## src/rtl/lcd_time_sched.sv

```systemverilog
// lcd_time_sched: renders "HH:MM:SS" to an LCD character renderer, one glyph
// per request, with a per-glyph handshake timeout and a one-deep queue for
// time updates that arrive while a frame is being drawn.
//
// Build option: define LCD_TIME_DIFF_EN to redraw only the glyphs that changed
// since the last completed draw. Without it, every frame redraws all 8 positions.
//
// state | meaning
// IDLE  | waiting for init_done together with a new or queued time
// LATCH | capture the time, build the glyphs and the redraw mask
// ISSUE | one-cycle render request for the current position
// WAIT  | waiting for show_char_done or for the wait counter to expire
// NEXT  | step to the next position in the mask, or finish the frame
// DONE  | one-cycle frame_done pulse
module lcd_time_sched #(
    parameter logic [8:0]  X0      = 9'd16,
    parameter logic [8:0]  Y0      = 9'd40,
    parameter logic [8:0]  PITCH   = 9'd8,
    parameter logic        FONT16  = 1'b1,
    parameter logic [15:0] TIMEOUT = 16'd20000
) (
    input  logic       sys_clk,
    input  logic       sys_rst_n,
    input  logic       init_done,
    input  logic       time_valid,
    input  logic [4:0] hour,
    input  logic [5:0] min,
    input  logic [5:0] sec,
    input  logic       show_char_done,
    output logic       show_char_flag,
    output logic [6:0] ascii_num,
    output logic [8:0] start_x,
    output logic [8:0] start_y,
    output logic       en_size,
    output logic       busy,
    output logic       frame_done,
    output logic       timeout_err
);

    typedef enum logic [2:0] {IDLE, LATCH, ISSUE, WAIT, NEXT, DONE} state_t;

    localparam logic [6:0]  COLON   = 7'd26;
    localparam logic [15:0] TO_LAST = TIMEOUT - 16'd1;

    state_t           state, state_nxt;
    logic             pending;
    logic [4:0]       hour_s;
    logic [5:0]       min_s, sec_s;
    logic [6:0]       h_bcd, m_bcd, s_bcd;
    logic [7:0][6:0]  glyph_c, glyph_q;
    logic [7:0]       mask_c, mask_q;
    logic [2:0]       pos;
    logic [3:0]       sel;
    logic [8:0]       sel_x;
    logic [15:0]      wait_cnt;
    logic             wait_expired;

    // Repeated subtract of ten; six steps cover any 6-bit value. Returns {tens, units}.
    function automatic logic [6:0] to_bcd(input logic [5:0] v);
        logic [5:0] r;
        logic [2:0] t;
        r = v;
        t = 3'd0;
        for (int k = 0; k < 6; k++) begin
            if (r >= 6'd10) begin
                r = r - 6'd10;
                t = t + 3'd1;
            end
        end
        return {t, r[3:0]};
    endfunction

    function automatic logic [6:0] dig(input logic [3:0] d);
        return 7'd16 + {3'b000, d};
    endfunction

    // Lowest set mask bit at or above 'from'; 8 means none left.
    function automatic logic [3:0] first_set(input logic [7:0] m, input logic [3:0] from);
        logic [3:0] r;
        r = 4'd8;
        for (int k = 7; k >= 0; k--) begin
            if (m[k] && (4'(k) >= from)) r = 4'(k);
        end
        return r;
    endfunction

    assign start_y      = Y0;
    assign en_size      = FONT16;
    assign wait_expired = (state == WAIT) && !show_char_done && (wait_cnt == TO_LAST);

    // Glyph indices for the shadowed time; hours 24-31 display as-is.
    always_comb begin
        h_bcd      = to_bcd({1'b0, hour_s});
        m_bcd      = to_bcd(min_s);
        s_bcd      = to_bcd(sec_s);
        glyph_c    = '0;
        glyph_c[0] = dig({1'b0, h_bcd[6:4]});
        glyph_c[1] = dig(h_bcd[3:0]);
        glyph_c[2] = COLON;
        glyph_c[3] = dig({1'b0, m_bcd[6:4]});
        glyph_c[4] = dig(m_bcd[3:0]);
        glyph_c[5] = COLON;
        glyph_c[6] = dig({1'b0, s_bcd[6:4]});
        glyph_c[7] = dig(s_bcd[3:0]);
    end

`ifdef LCD_TIME_DIFF_EN
    logic [7:0][6:0] last_q;
    logic [7:0]      last_vld;

    // Redraw only positions whose glyph differs from what is on screen.
    always_comb begin
        mask_c = '0;
        for (int i = 0; i < 8; i++) begin
            mask_c[i] = !last_vld[i] || (last_q[i] != glyph_c[i]);
        end
    end

    // Track what is on screen; a timed-out glyph is treated as unknown.
    always_ff @(posedge sys_clk or negedge sys_rst_n) begin
        if (!sys_rst_n) begin
            last_q   <= '0;
            last_vld <= '0;
        end else if (state == WAIT) begin
            if (show_char_done) begin
                last_q[pos]   <= glyph_q[pos];
                last_vld[pos] <= 1'b1;
            end else if (wait_expired) begin
                last_vld[pos] <= 1'b0;
            end
        end
    end
`else
    // Full redraw every frame.
    always_comb begin
        mask_c = 8'hFF;
    end
`endif

    // Next position to draw: from the fresh mask in LATCH, otherwise after pos.
    always_comb begin
        if (state == LATCH) sel = first_set(mask_c, 4'd0);
        else                sel = first_set(mask_q, {1'b0, pos} + 4'd1);
        sel_x = X0 + 9'(sel[2:0]) * PITCH;
    end

    // State register.
    always_ff @(posedge sys_clk or negedge sys_rst_n) begin
        if (!sys_rst_n) state <= IDLE;
        else            state <= state_nxt;
    end

    // Next-state logic and state-decoded outputs.
    always_comb begin
        state_nxt      = state;
        show_char_flag = 1'b0;
        busy           = 1'b1;
        frame_done     = 1'b0;
        case (state)
            IDLE: begin
                busy = 1'b0;
                if (init_done && (time_valid || pending)) state_nxt = LATCH;
            end
            LATCH:   state_nxt = sel[3] ? DONE : ISSUE;
            ISSUE: begin
                show_char_flag = 1'b1;
                state_nxt      = WAIT;
            end
            WAIT:    if (show_char_done || wait_expired) state_nxt = NEXT;
            NEXT:    state_nxt = sel[3] ? DONE : ISSUE;
            DONE: begin
                frame_done = 1'b1;
                state_nxt  = IDLE;
            end
            default: state_nxt = IDLE;
        endcase
    end

    // Time shadow/queue, frame contents, glyph outputs, wait counter, error flag.
    always_ff @(posedge sys_clk or negedge sys_rst_n) begin
        if (!sys_rst_n) begin
            pending     <= 1'b0;
            hour_s      <= '0;
            min_s       <= '0;
            sec_s       <= '0;
            glyph_q     <= '0;
            mask_q      <= '0;
            pos         <= '0;
            ascii_num   <= '0;
            start_x     <= X0;
            wait_cnt    <= '0;
            timeout_err <= 1'b0;
        end else begin
            if (time_valid) begin
                hour_s <= hour;
                min_s  <= min;
                sec_s  <= sec;
            end
            // A strobe consumed straight from IDLE needs no queue entry.
            if (time_valid && !(state == IDLE && init_done)) pending <= 1'b1;
            else if (state == LATCH)                          pending <= 1'b0;

            if (state == LATCH) begin
                glyph_q <= glyph_c;
                mask_q  <= mask_c;
            end
            if ((state == LATCH || state == NEXT) && !sel[3]) begin
                pos       <= sel[2:0];
                ascii_num <= (state == LATCH) ? glyph_c[sel[2:0]] : glyph_q[sel[2:0]];
                start_x   <= sel_x;
            end

            if (state == ISSUE)     wait_cnt <= '0;
            else if (state == WAIT) wait_cnt <= wait_cnt + 16'd1;

            if (wait_expired) timeout_err <= 1'b1;
        end
    end

endmodule

```

## config.mk

```make
export PLATFORM = sky130hd
export DESIGN_NAME = lcd_time_sched
export DESIGN_NICKNAME = d
export VERILOG_FILES = /design/src/rtl/lcd_time_sched.sv
export SDC_FILE = /design/constraint.sdc
export NUM_CORES = 1
export LEC_CHECK = 0
export BUFFER_PORTS_ARGS = -buffer_cell sky130_fd_sc_hd__buf_2
export CORE_ASPECT_RATIO = 1.5
export CORE_UTILIZATION = 53
export CTS_BUF_LIST = sky130_fd_sc_hd__clkbuf_8
export CTS_CLUSTER_DIAMETER = 100
export DETAILED_ROUTE_END_ITERATION = 12
export GPL_TIMING_DRIVEN = 1
export PLACE_DENSITY = 0.7
export SLEW_MARGIN = 30
export SYNTH_ARGS = -nofsm -noshare
export SYNTH_HDL_FRONTEND = slang
export SYNTH_SLANG_ARGS = --single-unit
```

## constraint.sdc

```tcl
create_clock -name sys_clk -period 8.3 [get_ports sys_clk]
set_input_delay 0.415 -clock sys_clk [delete_from_list [all_inputs] [get_ports sys_clk]]
set_output_delay 0.415 -clock sys_clk [all_outputs]
set_load 0.03 [all_outputs]
```

Yosys cells after proc, flatten, opt, wreduce, memory -nomap -nowiden
Index checks and enable logic that the tools add are counted.

Word-level logic and storage cells: 181. Memory bits (writable): 0. Bits in registers: 101. Output and inout bits: 30. ROM bits: 0. Memories kept: 0. Bits of input ports: 22. Bits in latches: 0.

Bitwise logic cells: 0. Multipliers: 0. Magnitude comparators: 27. Shift operators: 0. Equality and inequality tests: 8. Reductions and logical operators: 25. Multiplexer cells: 61. Add/sub/neg operators: 42. Div/mod/pow operators: 0.

Operator list (number): 6-bit by 4-bit greater-or-equal comparator with 1-bit output, second input constant (17); 6-bit two-way mux (15); 6-bit by 4-bit subtractor with 6-bit output, second input constant (14); 3-bit two-way mux (18); 4-bit two-way mux (12); 3-bit by 1-bit adder with 3-bit output, second input constant (15); 7-bit binary-select mux with 3-bit select (2); 16-bit two-way mux (2); 7-bit two-way mux (3); 5-bit by 3-bit adder with 6-bit output, first input constant (3); 5-bit by 4-bit adder with 6-bit output, first input constant (3); 16-bit by 1-bit adder with 16-bit output, second input constant (1); 16-bit by 15-bit equality test with 1-bit output, second input constant (1); 3-bit by 4-bit greater-or-equal comparator with 1-bit output, first input constant (4); 1-bit logical AND (14); 3-bit case mux with 4 select lines (1); 4-bit subtractor, second input constant (3); 1-bit by 4-bit greater-or-equal comparator with 1-bit output, first input constant (2); 2-bit by 4-bit greater-or-equal comparator with 1-bit output, first input constant (2); 1-bit two-way mux (8); 5-bit by 6-bit adder with 7-bit output, first input constant (1); 3-bit by 2-bit equality test with 1-bit output, second input constant (2); 3-bit equality test, second input constant (2); 5-bit by 4-bit subtractor with 6-bit output, second input constant (1); 12 further kinds (17).

Logic depth before layout (Yosys ltp)
Gate-level depths: netlist of the first run.

Depth in word-level cells: 16. Gate-level depth with buffers: 36. Mapped depth without buffers: 35.

Worst setup path before layout of the first run
Ideal clock, no wire load.

Path kind: register to register. Start: register hour_s[2]. End: register glyph_q[2] (netlist bit). Setup slack: 1.816 ns. Required time: 8.164 ns. Stages on the path, launching flop included: 36. Library setup time: 0.136 ns. Arrival time: 6.348 ns. Buffers on the path: 0. Period minus slack after synthesis: 6.484 ns. Cell sequence: dfrtp_1 inv_1 ha_1 nand2b_1 nand2_1 a21oi_1 mux2i_1 inv_1 ha_1 nand2b_1 nor2_1 a311o_1 o21ai_0 and2_1 inv_1 ha_1 nor2b_1 or4_1 a21oi_2 xnor2_1 inv_1 ha_1 nor2b_1 o211ai_1 o31ai_1 nor3b_2 nand2b_1 nand2_1 ha_1 o21ai_0 o211ai_1 ha_1 a211o_1 o221ai_1 xnor2_1 o21ai_0.

Word-level cells in the longest chain between the ends: 13. Elaborated cells on any way between the ends: 28. Those cells by class: add/sub (11); order compare (6); mux (11).

RTL lines: start, declared (RTL line 47) `logic [4:0] hour_s;`; start signal, assigned (RTL line 195) `hour_s <= hour;`; 5-bit by 4-bit subtractor with 6-bit output or 5-bit by 4-bit greater-or-equal comparator with 1-bit output (tied branches) (RTL line 66, 65); 6-bit two-way mux or 1-bit two-way mux (tied branches) (RTL line 65) `if (r >= 6'd10) begin`; 6-bit by 4-bit subtractor with 6-bit output, or another cell as far along (RTL line 66) `r = r - 6'd10;`; 6-bit two-way mux or 3-bit two-way mux (tied branches) (RTL line 65); 6-bit by 4-bit subtractor with 6-bit output, or another cell as far along (RTL line 66); 6-bit two-way mux or 3-bit two-way mux (tied branches) (RTL line 65); 6-bit by 4-bit subtractor with 6-bit output, or another cell as far along (RTL line 66); 6-bit two-way mux or 3-bit two-way mux (tied branches) (RTL line 65); 6-bit by 4-bit subtractor with 6-bit output, or another cell as far along (RTL line 66); 6-bit two-way mux or 3-bit two-way mux (tied branches) (RTL line 65); 6-bit by 4-bit greater-or-equal comparator with 1-bit output or 3-bit by 1-bit adder with 3-bit output (tied branches) (RTL line 65, 67); 3-bit two-way mux (*) (RTL line 65); 5-bit by 3-bit adder with 6-bit output (*) (RTL line 74) `return 7'd16 + {3'b000, d};`; end signal, assigned (RTL line 204) `glyph_q <= glyph_c;`; end, declared (RTL line 50) `logic [7:0][6:0] glyph_c, glyph_q;`.

Mark *: on every way between the ends. The rest lies on a longest branch, timed or not. A chain may end at the register's enable or synchronous reset.

Worst setup path after layout of the first run
Start: register hour_s[1]. End: register glyph_q[2] (netlist bit).

The elaborated chain is that of the path after synthesis.

==> results of run 1 <==
==> placed cells by master (no fill, tap or decap), types with 9 or more instances in the layout <==
cell,n
nand4_1,9
xor2_1,12
nand2b_1,18
mux2i_1,17
xnor2_1,21
nor2_1,59
o21a_1,9
o31ai_1,11
inv_1,42
nand3_1,35
conb_1,17
or2_2,10
o21ai_0,65
and3_1,10
ha_1,38
a21o_1,9
o211ai_1,10
a31oi_1,12
nor2b_1,13
dfrtp_1,70
nor3_1,27
clkbuf_8,10
o21ai_1,11
a21oi_1,50
nand2_1,97
buf_2,33
mux2_2,18
==> cell usage after synthesis (all sizes together), types with 4 or more instances <==
library cell  instances
a211o                 6
nand2b               18
o21ai                77
nand3                35
nand4b                4
clkbuf               19
a21o                  9
xnor2                21
buf                  27
a21oi                53
nor3b                 4
nand2                97
nor2b                13
o31ai                13
o211ai               11
o211a                 5
o21a                  9
inv                  43
a211oi               10
nand3b                5
mux2i                18
ha                   38
mux2                 21
xor2                 13
a32o                  4
a31oi                12
a22oi                 4
a32oi                 7
or2                  12
nand4                 9
or3                   9
and2                  9
nor2                 61
nor4                  7
dfrtp                70
a21boi                4
and4                  5
nor3                 28
and3                 10
o22ai                 6
nor4b                 4
==> sequential cells by signal, summed over array words and instances, names as in the netlist <==
signal,cells
glyph_q,22
wait_cnt,16
min_s,6
sec_s,6
ascii_num,5
hour_s,5
pos,3
start_x,3
state,3
pending,1
timeout_err,1
==> layer usage <==
| layer | GRT usage [%] | up-vias |
|---|---|---|
| met4 | 9.443 | 0 |
| met5 | 0 | - |
| met2 | 46.78 | 113 |
| li1 | - | 3265 |
| met3 | 2.593 | 33 |
| met1 | 27.88 | 3065 |
==> power by group <==
group / internal (mW) / switching (mW)
Sequential: 0.442 / 0.101
Combinational: 0.776 / 1.10
Clock: 0.179 / 0.143
Total: 1.40 / 1.34
==> final cells by class <==
class                           count  area [sq um]
Clock inverter                      6         91.34
Sequential cell                    71          1778
Fill cell                        1290          5479
Timing Repair Buffer               37         198.9
Tap cell                          159         198.9
Inverter                           44         165.2
Clock buffer                       10         137.6
Multi-Input combinational cell    737          4969
==> per-stage QoR <==
stage	power [mW]	cells	hold WS (ns)	utilization, %
2_1_floorplan	2.058	898	0.1194	-
3_3_place_gp	2.392	1048	0.4432	56.12
3_5_place_dp	2.421	1048	0.4403	56.12
4_1_cts	2.756	1064	0.2143	57.88
5_1_grt	3.007	1064	0.1125	57.91
6_report	2.741	1064	0.05449	57.91
==> worst max path at each step <==
stage,from,endpoint,slack (ns)
finish,hour_s[1],glyph_q[2],1.04
global route,hour_s[1],glyph_q[2],0.38
CTS,hour_s[1],glyph_q[2],1.09
detailed placement,hour_s[1],glyph_q[2],1.10
global placement,hour_s[1],glyph_q[2],1.29
floorplan,hour_s[2],glyph_q[2],1.82
==> kinds of logic (layout without fill, tap and decap cells) <==
kind of cell | Yosys count | count (layout) | share of synthesized area (%)
buffers and inverters | 90 | 97 | 5.950
DFF | 71 | 71 | 25.01
other | 2 | 17 | 0.1057
muxes | 39 | 39 | 6.196
AOI/OAI and AO/OA | 270 | 270 | 26.60
and+or+nand+nor | 338 | 338 | 24.84
xor gates and xnor gates | 35 | 35 | 4.612
adders and majority gates | 38 | 38 | 6.689
==> worst reg2reg max path, delay by kind of cell (launching register included) <==
| kind | cells | cell delay [ns] |
|---|---|---|
| AOI/OAI and AO/OA | 11 | 2.12 |
| xor gates and xnor gates | 2 | 0.49 |
| adders and majority gates | 6 | 1.36 |
| buffers and inverters | 3 | 0.29 |
| DFF | 1 | 0.54 |
| muxes | 1 | 0.27 |
| and+or+nand+nor | 11 | 2.07 |
==> reports/qor.txt, run 1 <==
Run status = finished, final reports clean
Max clock buf depth = 2
IO Pins = 52
Number of max-slew violations in the final report = 0
Die W = 96.56 microns
CP dominant cell by count = ha_1
WP buf/inv = 3
Die area = 0.01389 sq mm
Period utilization = 87.44%
Clk sink count = 71
Syn avg cell area = 8.050 sq um
Cell variety after synth = 107
Post-Synthesis Cells = 883
Initial antenna violation count = 0
Sequential share of the synthesized area = 25.01%
Post-route ant nets = 0
Mean routed wirelength per cell = 15.47 microns
H-tree levels = 3
Placed inst area = 0.007306 sq mm
Fin Clk Skew = 0.02203 ns
Initial core utilization = 54.60%
EDFF count, synth = 0
Worst R2R End = glyph_q[2]
Area share of the largest cell type after synthesis = 24.64%
Area leader, netlist = dfrtp_1
CTS tree = done
Endpoints failing setup = 0
Reg2Reg Launch Point = hour_s[1]
DR WL met2 = 8685 microns
Final setup margin = 1.043 ns
Slowest cell on the critical path = dfrtp_1
Synth warn = 0
First-pass GRT wire length = 27670 microns
Reg clk slew, reported paths = 0.08 ns
WL final = 16460 microns
Crit path max-delay family = compound AO/OA/AOI/OAI gates
Main area contributors after synthesis = dfrtp_1 25%, ha_1 6.7%, nand2_1 5.1%, o21ai_0 4.6%, a21oi_1 3.5%
Reg2Reg Depth = 34
RSZ-0062 raised after global routing = no
Flop2flop setup slack = 1.04 ns
Total CTS buffers = 9
Postcts setup bufs = 0
Max FO, Critical Path = 15
Die Height = 143.8 microns
Gpl congestion = 0.8702
Clock Latency Late Sink = 0.36 ns
Post-Syn Area = 0.007108 sq mm
Max-cap viol count = 0
Crit path launch type = flip-flop
Ys async rst share = 100.0%
Pre-CTS WS = 1.104 ns
Crit path DAT = 7.48 ns
Layout cell share with drive strength beyond 1 = 13.26%
CP Class = flip-flop to flip-flop
Largest net degree at the start of global routing = 72
I/O Buffers = 34
Worst slew margin = 48.39%
Worst IR Drop VDD = 0.1833 mV
Total GRT Usage = 24.86%
Critical path depth in cells = 34
Vias per inst = 6.086
Fin area = 0.007538 sq mm
Fmax = 0.1378 GHz
DR top layer = met4
Row Count = 51
# diodes = 0
Via count = 6476
Critical Path Max Stage Delay = 0.54 ns
Final HPWL DP = 12640 microns
DR pass1 iterations = 4
Hold crit path type = input port to async pin
GRT Residual Overflow = 0
Power Density = 363.6 mW/mm^2
Post-CTS resize count = 0
WP data required = 8.53 ns
Hold Fails Final Rpt = 0
CP Capture Type = flip-flop
Initial DRC count = 291
DRC = 0
Wl on met1 = 6969 microns
Top_reg_cell synth = dfrtp_1
Area delta synth->final = 6.055%
Core area = 0.01302 sq mm
Leak = 3.309 nW
Hold-fix buffers at CTS = 0
Final min period = 7.257 ns
Vias in the first global route = 6072
Fin nets = 960
Post-route setup TNS = 0 ns
Register bit count reported by yosys = 71
Worst-Margin Slew = 0.7741 ns
DR WL met3 = 396 microns
Clk root buf = clkbuf_8
Power figures use the tool's default switching activity.
==> run 2, diff against run 1 <==
--- a/config.mk
+++ b/config.mk
@@ -12,7 +12,7 @@
 export CTS_CLUSTER_DIAMETER = 100
 export DETAILED_ROUTE_END_ITERATION = 12
 export GPL_TIMING_DRIVEN = 1
-export PLACE_DENSITY = 0.7
+export PLACE_DENSITY_LB_ADDON = 0.05
 export SLEW_MARGIN = 30
 export SYNTH_ARGS = -nofsm -noshare
 export SYNTH_HDL_FRONTEND = slang
==> run 2 against run 1 <==
Hold slack improved by 0.0083 ns. Largest power group unchanged. Final area barely moved. First-iteration DRC count rose by 27%. Critical endpoint unchanged.
==> reports/qor.txt, run 2 (synthesized netlist as in run 1, its figures left out) <==
Run status = finished, final reports clean
CP startpoint = hour_s[1]
Initial core utilization = 54.60%
CP endpoint = glyph_q[2]
Initial DRC count = 370
Postcts setup bufs = 0
Core area = 0.01302 sq mm
Final HPWL DP = 13410 microns
H-tree levels = 3
Post-route ant nets = 0
Pwr Total = 2.758 mW
I/O Buffers = 34
Max clock buf depth = 2
Reg power frac = 19.7%
Flop2flop setup slack = 0.82 ns
RSZ-0062 raised after global routing = no
Cell internal pwr = 1.395 mW
# diodes = 0
Critical Path Max Stage Delay = 0.53 ns
CTS tree = done
FILL cells = 1235
CP dominant cell by count = ha_1
DRC = 0
Comb power frac = 68.9%
Commonest non-fill, non-tap cell in the layout = nand2_1
Fmax = 0.1337 GHz
Period utilization = 90.14%
Die W = 96.56 microns
Fin Clk Skew = 0.01206 ns
Hold Fails Final Rpt = 0
CP Class = flip-flop to flip-flop
Clk root buf = clkbuf_8
GRT Residual Overflow = 0
Endpoints failing setup = 0
Largest net degree at the start of global routing = 72
Clk sink count = 71
Switching fraction of total power = 49.41%
Crit path max-delay family = compound AO/OA/AOI/OAI gates
Worst IR Drop VDD = 0.1441 mV
Worst R2R End = glyph_q[2]
Post-CTS resize count = 0
Reg clk slew, reported paths = 0.08 ns
Clk pwr share = 11.4%
P_sw = 1.362 mW
FF/Latch Area = 0.001778 sq mm
CP Capture Type = flip-flop
Hold-fix buffers at CTS = 0
Multi-input combinational cell area = 0.004969 sq mm
Most frequent cells in the layout = 97 x nand2_1, 70 x dfrtp_1, 65 x o21ai_0, 59 x nor2_1, 50 x a21oi_1
Crit path launch type = flip-flop
Die Height = 143.8 microns
Leak = 3.303 nW
Total CTS buffers = 9
Reg2Reg Depth = 34
Critical path depth in cells = 34
Initial antenna violation count = 0
Clock Latency Late Sink = 0.36 ns
WP data required = 8.52 ns
DR pass1 iterations = 5
Worst-Margin Slew = 0.7771 ns
Crit path DAT = 7.70 ns
Worst slew margin = 48.19%
Post-route setup TNS = 0 ns
IO Pins = 52
Power Density = 365.9 mW/mm^2
Vias in the first global route = 6259
WL final = 17440 microns
WP buf/inv = 3
Max FFs per register = 22
Hold crit path type = input port to async pin
Top flop regs = glyph_q (22), wait_cnt (16)
Vias per inst = 6.200
Die area = 0.01389 sq mm
Gpl congestion = 0.9119
Max FO, Critical Path = 15
Layout cell share with drive strength beyond 1 = 13.26%
Number of max-slew violations in the final report = 0
Row Count = 51
Fin nets = 960
Max-cap viol count = 0
Largest Register = glyph_q
Mean routed wirelength per cell = 16.39 microns
Total GRT Usage = 25.90%
Area delta synth->final = 6.020%
Via count = 6597
First-pass GRT wire length = 28550 microns
Slowest cell on the critical path = dfrtp_1
Reg2Reg Launch Point = hour_s[1]
Final min period = 7.481 ns
run 2: cell count changes in the layout (fill, tap and decap cells not counted), sizes merged:
cell      delta
clkinv       -2
inv          +2
clkinvlp     +1
clkbuf       -1
run 2: worst min-delay path by stage:
stage | start | to | slack [ns] | depth (start not counted)
floorplan | sys_rst_n | ascii_num[0] | 0.12 | 0
global placement | timeout_err | timeout_err | 0.44 | 1
detailed placement | glyph_q[15] | glyph_q[15] | 0.44 | 2
CTS | sys_rst_n | hour_s[3] | 0.21 | 1
global route | sys_rst_n | hour_s[3] | 0.10 | 1
finish | sys_rst_n | hour_s[3] | 0.06 | 1
run 2: area by class of cell:
class | instances | share of cell area [%]
Clock inverter | 7 | 1.361
Tap cell | 159 | 2.640
Sequential cell | 71 | 23.59
Timing Repair Buffer | 37 | 2.640
Clock buffer | 9 | 1.644
Inverter | 44 | 2.192
Multi-Input combinational cell | 737 | 65.93
run 2: layer usage:
layer | GRT usage, % | vias up | part of all wire, %
met5 | 0 | - | 0
met4 | 8.746 | 0 | 2.2
met3 | 3.704 | 35 | 3.0
met2 | 49.41 | 149 | 55
met1 | 28.28 | 3162 | 40
li1 | - | 3251 | -
run 2: through the flow:
| step | instance area, sq um | setup slack [ns] | util (%) | hold WS [ns] | instances |
|---|---|---|---|---|---|
| after global routing | 7536 | 0.3177 | 57.89 | 0.1012 | 1064 |
| after detailed placement | 7306 | 0.9352 | 56.12 | 0.4446 | 1048 |
| after CTS | 7532 | 0.8902 | 57.86 | 0.2149 | 1064 |
| after floorplan | 7164 | 1.816 | - | 0.1194 | 898 |
| final | 7536 | 0.8187 | 57.89 | 0.06281 | 1064 |
| after global placement | 7306 | 1.303 | 56.12 | 0.4435 | 1048 |
run 2: power by group through the flow:
| stage | Sequential [mW] | Clock [mW] | Combinational, mW |
|---|---|---|---|
| after global routing | 0.557 | 0.332 | 2.13 |
| after detailed placement | 0.548 | 0 | 1.89 |
| final | 0.543 | 0.313 | 1.90 |
| after CTS | 0.542 | 0.321 | 1.91 |
| after global placement | 0.545 | 0 | 1.83 |
| after floorplan | 0.524 | 0 | 1.53 |
==> run 3, diff against run 2 <==
--- a/config.mk
+++ b/config.mk
@@ -8,7 +8,7 @@
 export BUFFER_PORTS_ARGS = -buffer_cell sky130_fd_sc_hd__buf_2
 export CORE_ASPECT_RATIO = 1.5
 export CORE_UTILIZATION = 53
-export CTS_BUF_LIST = sky130_fd_sc_hd__clkbuf_8
+export CTS_BUF_LIST = sky130_fd_sc_hd__clkbuf_4
 export CTS_CLUSTER_DIAMETER = 100
 export DETAILED_ROUTE_END_ITERATION = 12
 export GPL_TIMING_DRIVEN = 1
==> run 3 against run 2 <==
Critical path depth stayed put. Clock skew increased by 0.0078 ns. The run now ends with hold timing left. First-iteration DRC count decreased by 16%. Maximum frequency down 0.20%.
==> reports/qor.txt, run 3 (synthesized netlist as in run 1, its figures left out) <==
Run status = finished with violations
Failing checks = hold timing
Worst IR Drop VDD = 0.1388 mV
Power Density = 361.0 mW/mm^2
Pwr Total = 2.701 mW
Max FFs per register = 22
Row Count = 51
Fin Clk Skew = 0.01981 ns
Number of max-slew violations in the final report = 0
CP startpoint = hour_s[1]
Clk root buf = clkbuf_4
Flop2flop setup slack = 0.80 ns
Period utilization = 90.31%
Endpoints failing setup = 0
Core area = 0.01302 sq mm
Final HPWL DP = 13410 microns
Die Height = 143.8 microns
GRT Residual Overflow = 0
CTS tree = done
Initial antenna violation count = 1
I/O Buffers = 34
Via count = 6579
Most frequent cells in the layout = 97 x nand2_1, 70 x dfrtp_1, 65 x o21ai_0, 59 x nor2_1, 50 x a21oi_1
Post-CTS resize count = 0
Largest Register = glyph_q
Initial core utilization = 54.60%
Worst hold margin = -0.03289 ns
Max clock buf depth = 2
Initial DRC count = 312
Final setup margin = 0.8040 ns
DRC = 0
Max FO, Critical Path = 15
CP dominant cell by count = ha_1
Pre-CTS WS = 0.9352 ns
Layout cell share with drive strength beyond 1 = 13.26%
Final min period = 7.496 ns
Max-cap viol count = 0
CP Capture Type = flip-flop
Largest net degree at the start of global routing = 72
Hold crit path type = input port to async pin
Critical Path Max Stage Delay = 0.56 ns
RSZ-0062 raised after global routing = no
Hold-fix buffers at CTS = 0
Postcts setup bufs = 0
Fin nets = 960
Reg2Reg Launch Point = hour_s[1]
Placed inst area = 0.007306 sq mm
Total GRT Usage = 26.02%
Area delta synth->final = 5.263%
Post-route setup TNS = 0 ns
IO Pins = 52
Fmax = 0.1334 GHz
DR pass1 iterations = 5
Hold Fails Final Rpt = 17
Total CTS buffers = 9
Vias per inst = 6.177
Worst slew margin = 47.87%
Reg clk slew, reported paths = 0.13 ns
Die W = 96.56 microns
Crit path DAT = 7.80 ns
Top flop regs = glyph_q (22), wait_cnt (16)
First-pass GRT wire length = 28630 microns
Commonest non-fill, non-tap cell in the layout = nand2_1
Vias in the first global route = 6266
Fin area = 0.007482 sq mm
Post-route ant nets = 0
Clk sink count = 71
Mean routed wirelength per cell = 16.38 microns
Gpl congestion = 0.9119
Crit path launch type = flip-flop
Die area = 0.01389 sq mm
WL final = 17440 microns
H-tree levels = 3
CP Class = flip-flop to flip-flop
FILL cells = 1243
Worst-Margin Slew = 0.7819 ns
Slowest cell on the critical path = dfrtp_1
Clock Latency Late Sink = 0.43 ns
WP data required = 8.60 ns
Leak = 3.280 nW
-- run 3: final timing paths --
check                              end  depth (start not counted)
min in group sys_clk          min_s[1]                          3
setup reg to reg            glyph_q[2]                         34
hold reg to reg            glyph_q[15]                          2
hold / removal               hour_s[3]                          1
setup / recovery            glyph_q[2]                         34
max in group asynchronous       pos[0]                          1
-- run 3: power breakdown --
group	switching, mW	internal [mW]	leakage (nW)
registers	0.101	0.441	0.890
clock network	0.134	0.126	0.0875
logic	1.12	0.780	2.30
-- run 3: per-layer routing --
metal / track usage (%) / part of all wire, %
met5: 0 / 0
met4: 9.675 / 2.4
met3: 3.228 / 2.7
met2: 49.52 / 55
met1: 28.45 / 40
-- run 3: area by class of cell --
| cell class | count | area, sq um | area share (%) |
|---|---|---|---|
| clock inverters | 7 | 102.6 | 1.371 |
| repair buffers | 37 | 198.9 | 2.659 |
| well taps | 159 | 198.9 | 2.659 |
| clock buffers | 9 | 67.56 | 0.9030 |
| flip-flops and latches | 71 | 1778 | 23.76 |
| inverters | 44 | 165.2 | 2.207 |
| multi-input cells | 737 | 4969 | 66.40 |
| diodes | 1 | 2.502 | 0.03344 |
-- run 3: worst max-delay path: cells and delay by family (launching register included) --
family,cells,cell delay (ns)
AND/OR/NAND/NOR,11,2.17
adder cells (fa/ha/maj),6,1.41
multiplexers,1,0.27
XOR/XNOR,2,0.46
buffers and inverters,3,0.30
AO/OA/AOI/OAI,11,2.19
flip-flops,1,0.56
-- run 3: through the flow --
stage,util (%),std cells
after global placement,56.12,1048
after CTS,57.43,1064
after floorplan,-,898
after detailed placement,56.12,1048
final,57.48,1065
after global routing,57.48,1065
